### src/rtl/mult_pkg.sv
// Shared types and widths for the multiplier scheduler.
package mult_pkg;

  localparam int MULT_W = 32;
  localparam int PROD_W = 64;

  typedef enum logic [1:0] {
    IDLE,
    BUSY,
    DONE
  } sched_state_t;

  function automatic int cnt_w(input int lat);
    return $clog2(lat) + 1;
  endfunction

endpackage

### src/rtl/rr_arbiter.sv
// Combinational round-robin arbiter: first asserted request at or after ptr,
// wrapping modulo NREQ.
module rr_arbiter #(
  parameter int NREQ = 4
) (
  input  logic [NREQ-1:0]         req,
  input  logic [$clog2(NREQ)-1:0] ptr,
  output logic [NREQ-1:0]         gnt,
  output logic [$clog2(NREQ)-1:0] gnt_id
);

  localparam int IDW = $clog2(NREQ);

  logic [IDW-1:0] idx [NREQ];
  logic           found;

  // idx[k] is the requester examined at priority position k
  genvar gi;
  generate
    for (gi = 0; gi < NREQ; gi++) begin : g_idx
      assign idx[gi] = IDW'((int'(ptr) + gi) % NREQ);
    end
  endgenerate

  always_comb begin
    found  = 1'b0;
    gnt_id = '0;
    gnt    = '0;
    for (int k = 0; k < NREQ; k++) begin
      if (!found && req[idx[k]]) begin
        found  = 1'b1;
        gnt_id = idx[k];
      end
    end
    if (found) gnt[gnt_id] = 1'b1;
  end

endmodule

### src/rtl/mult_sched.sv
// Round-robin scheduler sharing one sequential signed multiplier among NREQ clients.
// Optional MULT_SCHED_ZERO_BYPASS_EN: zero operands skip the multiplier and answer next cycle.
module mult_sched
  import mult_pkg::*;
#(
  parameter int NREQ     = 4,
  parameter int MULT_LAT = 32
) (
  input  logic                     clk,
  input  logic                     rst_n,
  input  logic [NREQ-1:0]          req_valid,
  output logic [NREQ-1:0]          req_ready,
  input  logic [MULT_W*NREQ-1:0]   req_a,
  input  logic [MULT_W*NREQ-1:0]   req_b,
  output logic                     rsp_valid,
  input  logic                     rsp_ready,
  output logic [$clog2(NREQ)-1:0]  rsp_id,
  output logic [PROD_W-1:0]        rsp_data,
  output logic [MULT_W-1:0]        mult_a,
  output logic [MULT_W-1:0]        mult_b,
  output logic                     mult_start,
  input  logic [MULT_W-1:0]        mult_lo,
  input  logic [MULT_W-1:0]        mult_hi
);

  localparam int IDW = $clog2(NREQ);
  localparam int CW  = cnt_w(MULT_LAT);

  sched_state_t      state_reg, state_next;
  logic [IDW-1:0]    ptr_reg, ptr_next;
  logic [CW-1:0]     cnt_reg, cnt_next;
  logic [MULT_W-1:0] a_reg, a_next, b_reg, b_next;
  logic [IDW-1:0]    id_reg, id_next;
  logic [PROD_W-1:0] data_reg, data_next;
  logic              start_reg, start_next;

  logic [NREQ-1:0]   gnt;
  logic [IDW-1:0]    gnt_id;
  logic [MULT_W-1:0] a_sel, b_sel;
  logic              hs;
  logic              zero_byp;

  rr_arbiter #(.NREQ(NREQ)) u_arb (
    .req    (req_valid),
    .ptr    (ptr_reg),
    .gnt    (gnt),
    .gnt_id (gnt_id)
  );

  // Gate with rst_n so no grant is offered while reset is held
  assign req_ready = (rst_n && state_reg == IDLE) ? gnt : '0;
  assign hs        = |(req_ready & req_valid);
  assign a_sel     = req_a[gnt_id*MULT_W +: MULT_W];
  assign b_sel     = req_b[gnt_id*MULT_W +: MULT_W];

`ifdef MULT_SCHED_ZERO_BYPASS_EN
  assign zero_byp = (a_sel == '0) || (b_sel == '0);
`else
  assign zero_byp = 1'b0;
`endif

  always_ff @(posedge clk or negedge rst_n) begin
    if (!rst_n) begin
      state_reg <= IDLE;
      ptr_reg   <= '0;
      cnt_reg   <= '0;
      a_reg     <= '0;
      b_reg     <= '0;
      id_reg    <= '0;
      data_reg  <= '0;
      start_reg <= 1'b0;
    end else begin
      state_reg <= state_next;
      ptr_reg   <= ptr_next;
      cnt_reg   <= cnt_next;
      a_reg     <= a_next;
      b_reg     <= b_next;
      id_reg    <= id_next;
      data_reg  <= data_next;
      start_reg <= start_next;
    end
  end

  always_comb begin
    state_next = state_reg;
    ptr_next   = ptr_reg;
    cnt_next   = cnt_reg;
    a_next     = a_reg;
    b_next     = b_reg;
    id_next    = id_reg;
    data_next  = data_reg;
    start_next = 1'b0;
    case (state_reg)
      IDLE: begin
        if (hs) begin
          id_next = gnt_id;
          if (zero_byp) begin
            data_next  = '0;
            state_next = DONE;
          end else begin
            a_next     = a_sel;
            b_next     = b_sel;
            cnt_next   = CW'(MULT_LAT - 1);
            start_next = 1'b1;
            state_next = BUSY;
          end
        end
      end
      BUSY: begin
        if (cnt_reg == '0) begin
          data_next  = {mult_hi, mult_lo};
          state_next = DONE;
        end else begin
          cnt_next = cnt_reg - 1'b1;
        end
      end
      DONE: begin
        if (rsp_ready) begin
          state_next = IDLE;
          ptr_next   = (id_reg == IDW'(NREQ - 1)) ? '0 : id_reg + 1'b1;
        end
      end
      default: state_next = IDLE;
    endcase
  end

  assign rsp_valid  = (state_reg == DONE);
  assign rsp_id     = id_reg;
  assign rsp_data   = data_reg;
  assign mult_a     = a_reg;
  assign mult_b     = b_reg;
  assign mult_start = start_reg;

endmodule
### config.mk
export PLATFORM = sky130hd
export DESIGN_NAME = mult_sched
export DESIGN_NICKNAME = d
export VERILOG_FILES = /design/src/rtl/mult_pkg.sv /design/src/rtl/rr_arbiter.sv /design/src/rtl/mult_sched.sv
export SDC_FILE = /design/constraint.sdc
export NUM_CORES = 1
export LEC_CHECK = 0
export ABC_AREA = 0
export CAP_MARGIN = 5
export CELL_PAD_IN_SITES_DETAIL_PLACEMENT = 1
export CELL_PAD_IN_SITES_GLOBAL_PLACEMENT = 2
export CORE_UTILIZATION = 21
export CTS_BUF_LIST = sky130_fd_sc_hd__clkbuf_16
export CTS_CLUSTER_SIZE = 25
export DETAILED_ROUTE_END_ITERATION = 12
export PLACE_DENSITY = 0.75
export SLEW_MARGIN = 20
export SYNTH_ARGS = -nofsm -noshare
export SYNTH_HDL_FRONTEND = slang
export SYNTH_HIERARCHICAL = 1
export SYNTH_SLANG_ARGS = --single-unit
### constraint.sdc
create_clock -name clk -period 2.3 [get_ports clk]
set_input_delay 0.46 -clock clk [delete_from_list [all_inputs] [get_ports clk]]
set_output_delay 0.46 -clock clk [all_outputs]
set_load 0.02 [all_outputs]
After elaboration in Yosys (flattened, before gate mapping). Cells that the tools add are included.

Equality and inequality tests: 7. Divide/modulo/power cells: 0. Order comparisons: 6. $add $sub $neg: 5. $mul: 0. Muxes and demuxes: 30. Bitwise operators: 1. Reductions and logical operators: 17. Shifts and indexed selects: 2.

Operators with widths (count): variable part select 128 x 8 -> 32 bit (2); 2-to-1 mux 2 bit (8); < comparator 2 x 3 -> 1 bit, second input constant (5); 2-to-1 mux 6 bit (2); one-hot mux 6 bit (2 select lines) (1); 2-to-1 mux 1 bit (11); binary-select mux 1 bit (select 2 bit) (4); 2-to-1 mux 4 bit (2); logical NOT 6 bit (1); != test 2 bit, second input constant (3); one-hot mux 2 bit (3 select lines) (1); AND reduction 2 bit (3); AND reduction 3 bit (2); subtractor 6 x 1 -> 6 bit, second input constant (1); logical AND 1 bit (5); adder 2 x 1 -> 2 bit, second input constant (2); adder 2 bit, second input constant (2); AND 4 bit (1); == test 2 bit, second input constant (2); OR reduction 4 bit (1); logical NOT 1 bit (3); demux 1 bit (select 2 bit) (1); == test 2 x 1 -> 1 bit, second input constant (1); greater-or-equal comparator 2 x 1 -> 1 bit, second input constant (1); other kinds (3) (3).

Bits of input ports: 327. Memory bits (read-only): 0. Word-level logic and storage cells: 76. Bits in registers: 141. Bits in latches: 0. Memories kept: 0. Bits in writable memories: 0. Output and inout port bits: 136.

Logic depth before layout (Yosys ltp).
Depth in word-level cells: 22. Mapped depth: 10. Mapped depth without buffers: 8.

Cells and area by module. Netlist, hierarchy kept.

Modules (own cells, without submodules): mult_sched (cells an instance 409, area each 7118.1 sq um, seq. area each 3528.4 sq um, times used 1); rr_arbiter (cells an instance 30, area each 185.2 sq um, seq. area each 0.0 sq um, times used 1).

Worst setup path before layout. Ideal clock, no wire load.

Kind: in2reg. Start: input req_valid[1]. End: register a_reg[14], in the netlist mult_a[14]. Required time: 2.175 ns. Buffers on the path: 3. Arrival time: 2.316 ns. Library setup time: 0.125 ns. Stages on the path: 8. Setup slack: -0.140 ns. Cell sequence: buf_2 -> nand2b_1 -> a21oi_1 -> a211oi_2 -> buf_2 -> buf_2 -> mux4_2 -> mux2_2.

Longest elaborated chain between the ends: 21. Elaborated cells on any way between the ends: 33. Classes of those cells: 2 x order compare; 1 x shift; 20 x mux; 1 x bitwise; 9 x reduce/logical.

Ends and longest elaborated chain: start: declaration (line mult_sched.sv:11) `input logic [NREQ-1:0] req_valid,`; binary-select mux 1 bit (select 2 bit) (line rr_arbiter.sv:30) `if (!found && req[idx[k]]) begin`; 2-to-1 mux 1 bit (implied by the code) (line rr_arbiter.sv:30); 2-to-1 mux 1 bit (line rr_arbiter.sv:30); logical NOT 1 bit (line rr_arbiter.sv:30); logical AND 1 bit (line rr_arbiter.sv:30); 2-to-1 mux 1 bit (line rr_arbiter.sv:30); logical NOT 1 bit (line rr_arbiter.sv:30); logical AND 1 bit (line rr_arbiter.sv:30); (+4 left out); net gnt_id[0] (line mult_sched.sv:38) `logic [IDW-1:0] gnt_id;`; (+1 left out); logical AND 1 bit (implied by the code) (line rr_arbiter.sv:35) `if (found) gnt[gnt_id] = 1'b1;`; 2-to-1 mux 1 bit (implied by the code) (line rr_arbiter.sv:35); demux 1 bit (select 2 bit); 2-to-1 mux 4 bit (line rr_arbiter.sv:35); 2-to-1 mux 4 bit (line mult_sched.sv:51) `assign req_ready = (rst_n && state_reg == IDLE) ? gnt : '0;`; AND 4 bit (line mult_sched.sv:52) `assign hs = |(req_ready & req_valid);`; OR reduction 4 bit (line mult_sched.sv:52); AND reduction 2 bit (no line); end signal: assignment (line mult_sched.sv:76) `a_reg <= a_next;`; end: declaration (line mult_sched.sv:32) `logic [MULT_W-1:0] a_reg, a_next, b_reg, b_next;`.

The timed path passes the listed nets; every way through them passes the cells marked *. The select of a mux whose other input is x is not followed. A chain may end at the register's enable or synchronous reset.

Worst setup path in the final report.
Start: register ptr_reg[0]. End: register b_reg[2], in the netlist mult_b[2].

Longest elaborated chain between the ends: 21. Elaborated cells on any way between the ends: 36. Classes of those cells: 3 x add/sub; 2 x order compare; 1 x shift; 20 x mux; 1 x bitwise; 9 x reduce/logical.

Ends and longest elaborated chain: start: declaration (line mult_sched.sv:30) `logic [IDW-1:0] ptr_reg, ptr_next;`; start signal: assignment (line mult_sched.sv:74) `ptr_reg <= ptr_next;`; branches (longest 11 deep; another with adder 2 x 1 -> 2 bit); 2-to-1 mux 2 bit * (line rr_arbiter.sv:30); net gnt_id[0] (line mult_sched.sv:38); < comparator 2 x 3 -> 1 bit (implied by the code) or greater-or-equal comparator 2 x 1 -> 1 bit (tied branches) (line rr_arbiter.sv:35); logical AND 1 bit (implied by the code) (line rr_arbiter.sv:35); 2-to-1 mux 1 bit (implied by the code) (line rr_arbiter.sv:35); demux 1 bit (select 2 bit); 2-to-1 mux 4 bit (line rr_arbiter.sv:35); 2-to-1 mux 4 bit (line mult_sched.sv:51); AND 4 bit (line mult_sched.sv:52); OR reduction 4 bit (line mult_sched.sv:52); AND reduction 2 bit (no line); end signal: assignment (line mult_sched.sv:77) `b_reg <= b_next;`; end: declaration (line mult_sched.sv:32).

Mark *: on every way through the listed nets, which the timed path passes. The select of a mux whose other input is x is not followed.

==> results_dict.tcl <==
set metrics [dict create \
    drt-wirelength-per-cell_um 20.7 \
    yosysMostFrequentCell "dfrtp_1" \
    fin_crit_ns 2.21 \
    largest_reg_flops 64 \
    synth.top_cell.area_share_pct 48.3 \
    place.gp.congestion 0.767 \
    cts_buffer_depth 2 \
    wl_um 28900 \
    synth_top_family_by_area "multiplexers" \
    netlist_area_um2 7300 \
    dp_cells 1353 \
    post-synth-top-area-cell "dfrtp_1" \
    cp_max_fo 8 \
    cts.sinks 141 \
    drive_above_1_share_pct 30.4 \
    grt_overflow 0 \
    clock_skew_ns 0.0141 \
    hold_class "input pin to async pin" \
    start_util_pct 21.6 \
    root_buffer "clkbuf_16" \
    synth-xor-area-share_pct 0 \
    synthSimpleGateAreaFrac_pct 2.72 \
    startpoint "ptr_reg[0]" \
    synth_ff_type "dfrtp_1" \
    fill_cells 3562 \
    slew_headroom_pct 44.2 \
    firstDrtPassIters 4 \
    drc 0 \
    path_class "register to register" \
    multi_input_area_um2 3610 \
    worstPathRequired_ns 2.63 \
    fin_cells 1395 \
    antenna_found_initial 3 \
    area_growth_pct 84.7 \
    dieWidth_um 188 \
    grt_pass1_vias 6837 \
    hold_slack_ns 0.142 \
    die_area_um2 35500 \
    max-cap-violations 0 \
    core-area_um2 33900 \
    hold_viol 0 \
    cts_made_buffers 17 \
    synth_compound_area_share_pct 2.98 \
    power.density_nw_per_um2 1090 \
    fp-row-count 67 \
    cp-start-kind "register" \
    setup_viol 0 \
    tritoncts "done" \
    grt_max_degree 142 \
    endpoint "mult_b[2]" \
    synth_cell_types 39 \
    async_reset_ff_share_pct 100 \
    num_vias 6061 \
    synthMuxAreaShare_pct 42.5 \
    r2r_cells 8 \
    worstMarginPinSlew_ns 0.837 \
    cts.clk_slew.worst_paths_ns 0.07 \
    slew_viol_final 0 \
    portBuffers 462 \
    viasPerCell 4.34 \
    cp-end-kind "register" \
    grt.total_usage_pct 16.4 \
    postCtsHoldBufs 0 \
    r2r_start "ptr_reg[0]" \
    cp.arrival_ns 2.54 \
    avgSynthCellArea_um2 16.6 \
    regArea_um2 3530 \
    r2r_end "mult_b[2]" \
    seq_area_frac_synth_pct 48.3 \
    nets 1262 \
    p_leak_nw 5.49 \
    ys_top_cells_by_area "dfrtp_1, mux4_2, mux2_2" \
    ys_warn_count 6 \
    post-route-period-util_pct 96.2 \
    drt_iter0_markers 186 \
    ys_ff_latch 141 \
    cts_max_level 4 \
    rrSetupSlack_ns 0.09 \
    synthCells 439 \
    synth_common_cells "dfrtp_1, mux2_2, mux4_2, mux2_4, buf_2" \
    synthAdderAreaFrac_pct 0.514 \
    postRouteAntennaNets 0 \
    vdd_ir_drop_max_mv 0.673 \
    die_y_um 188 \
    clock.fmax_mhz 452 \
    hpwl_um 21900 \
    grt_pass1_wl_um 42800 \
    syn_nets 769 \
    status "finished, final reports clean" \
    insertion_delay_ns 0.45 \
    synth_edf_count 0 \
    ios 463 \
]
[layer usage]
metal  GRT usage (%)  up-vias  routed length, um
li1                -     2685                  -
met1            19.1     3028              11600
met2            27.9      316              14600
met3            6.05       30               2200
met4            5.24        2                464
met5               0        -                 12
[critical path, stage by stage, from the launching register on]
cell and delay (ns):
dfrtp_1 0.39, nand2b_4 0.15, o21ai_2 0.07, a211oi_4 0.24, buf_12 0.17, buf_12 0.15
buf_12 0.15, mux4_2 0.49, mux2_2 0.28
[placed cells by master (no fill, tap or decap), drive strengths merged, types with 5 or more instances in the layout]
cell / n
a21oi: 8
mux4: 64
nand2b: 5
clkinv: 6
inv: 13
nand2: 5
clkdlybuf4s50: 453
dfrtp: 141
buf: 45
o21ai: 6
clkbuf: 18
mux2: 131
nor2: 7
[layout make-up]
type	count	share of cell area, %
Timing Repair Buffer	504	38.3
Sequential cell	141	26.2
Multi-Input combinational cell	260	26.8
Inverter	8	0.223
Antenna cell	2	0.0371
Tap cell	448	4.15
Clock buffer	17	3.15
Clock inverter	15	1.21
[repair_timing]
action | CTS | global route
setup buffers | 4 | 2
resized for setup | 19 | 12
setup endpoints to repair | 66 | 70
gates cloned | 1 | 1
pin swaps | 2 | 4
[stage by stage]
| stage | util (%) | power [W] | instance area [um^2] | worst slack (ns) | setup TNS, ns |
|---|---|---|---|---|---|
| final | 39.8 | 0.0147 | 13500 | 0.0882 | 0 |
| after global routing | 39.8 | 0.0156 | 13500 | -0.00788 | -0.0364 |
| after floorplan | - | 0.00801 | 7320 | 0.00983 | 0 |
| after CTS | 39.5 | 0.0149 | 13400 | 0.00307 | 0 |
| after global placement | 37.6 | 0.0118 | 12700 | -0.574 | -37.66 |
| after detailed placement | 37.6 | 0.0119 | 12700 | -0.589 | -38.81 |
[worst min-delay path by stage]
stage,endpoint,slack [ns],cells after the start
after floorplan,cnt_reg[0],0.16,0
after global placement,rsp_data[12],0.49,1
after detailed placement,rsp_data[11],0.49,1
after CTS,rsp_data[4],0.18,2
after global routing,rsp_data[4],0.20,2
final,rsp_data[4],0.14,2
[kinds of logic (layout without fill, tap and decap cells)]
family / count (synthesis) / count (layout)
DFF: 141 / 141
adders and majority gates: 3 / 3
and+or+nand+nor: 32 / 32
AOI/OAI and AO/OA: 30 / 30
buffers and inverters: 38 / 544
other: 0 / 2
muxes: 195 / 195
[power breakdown]
part           switching [W]  total [W]  leakage, nW  internal, W
clock                0.00122    0.00284        0.289      0.00161
combinational        0.00319    0.00745         3.53      0.00426
sequential          0.000748    0.00446         1.67      0.00371
total                0.00516     0.0147         5.49      0.00958
Power figures use the tool's default switching activity.
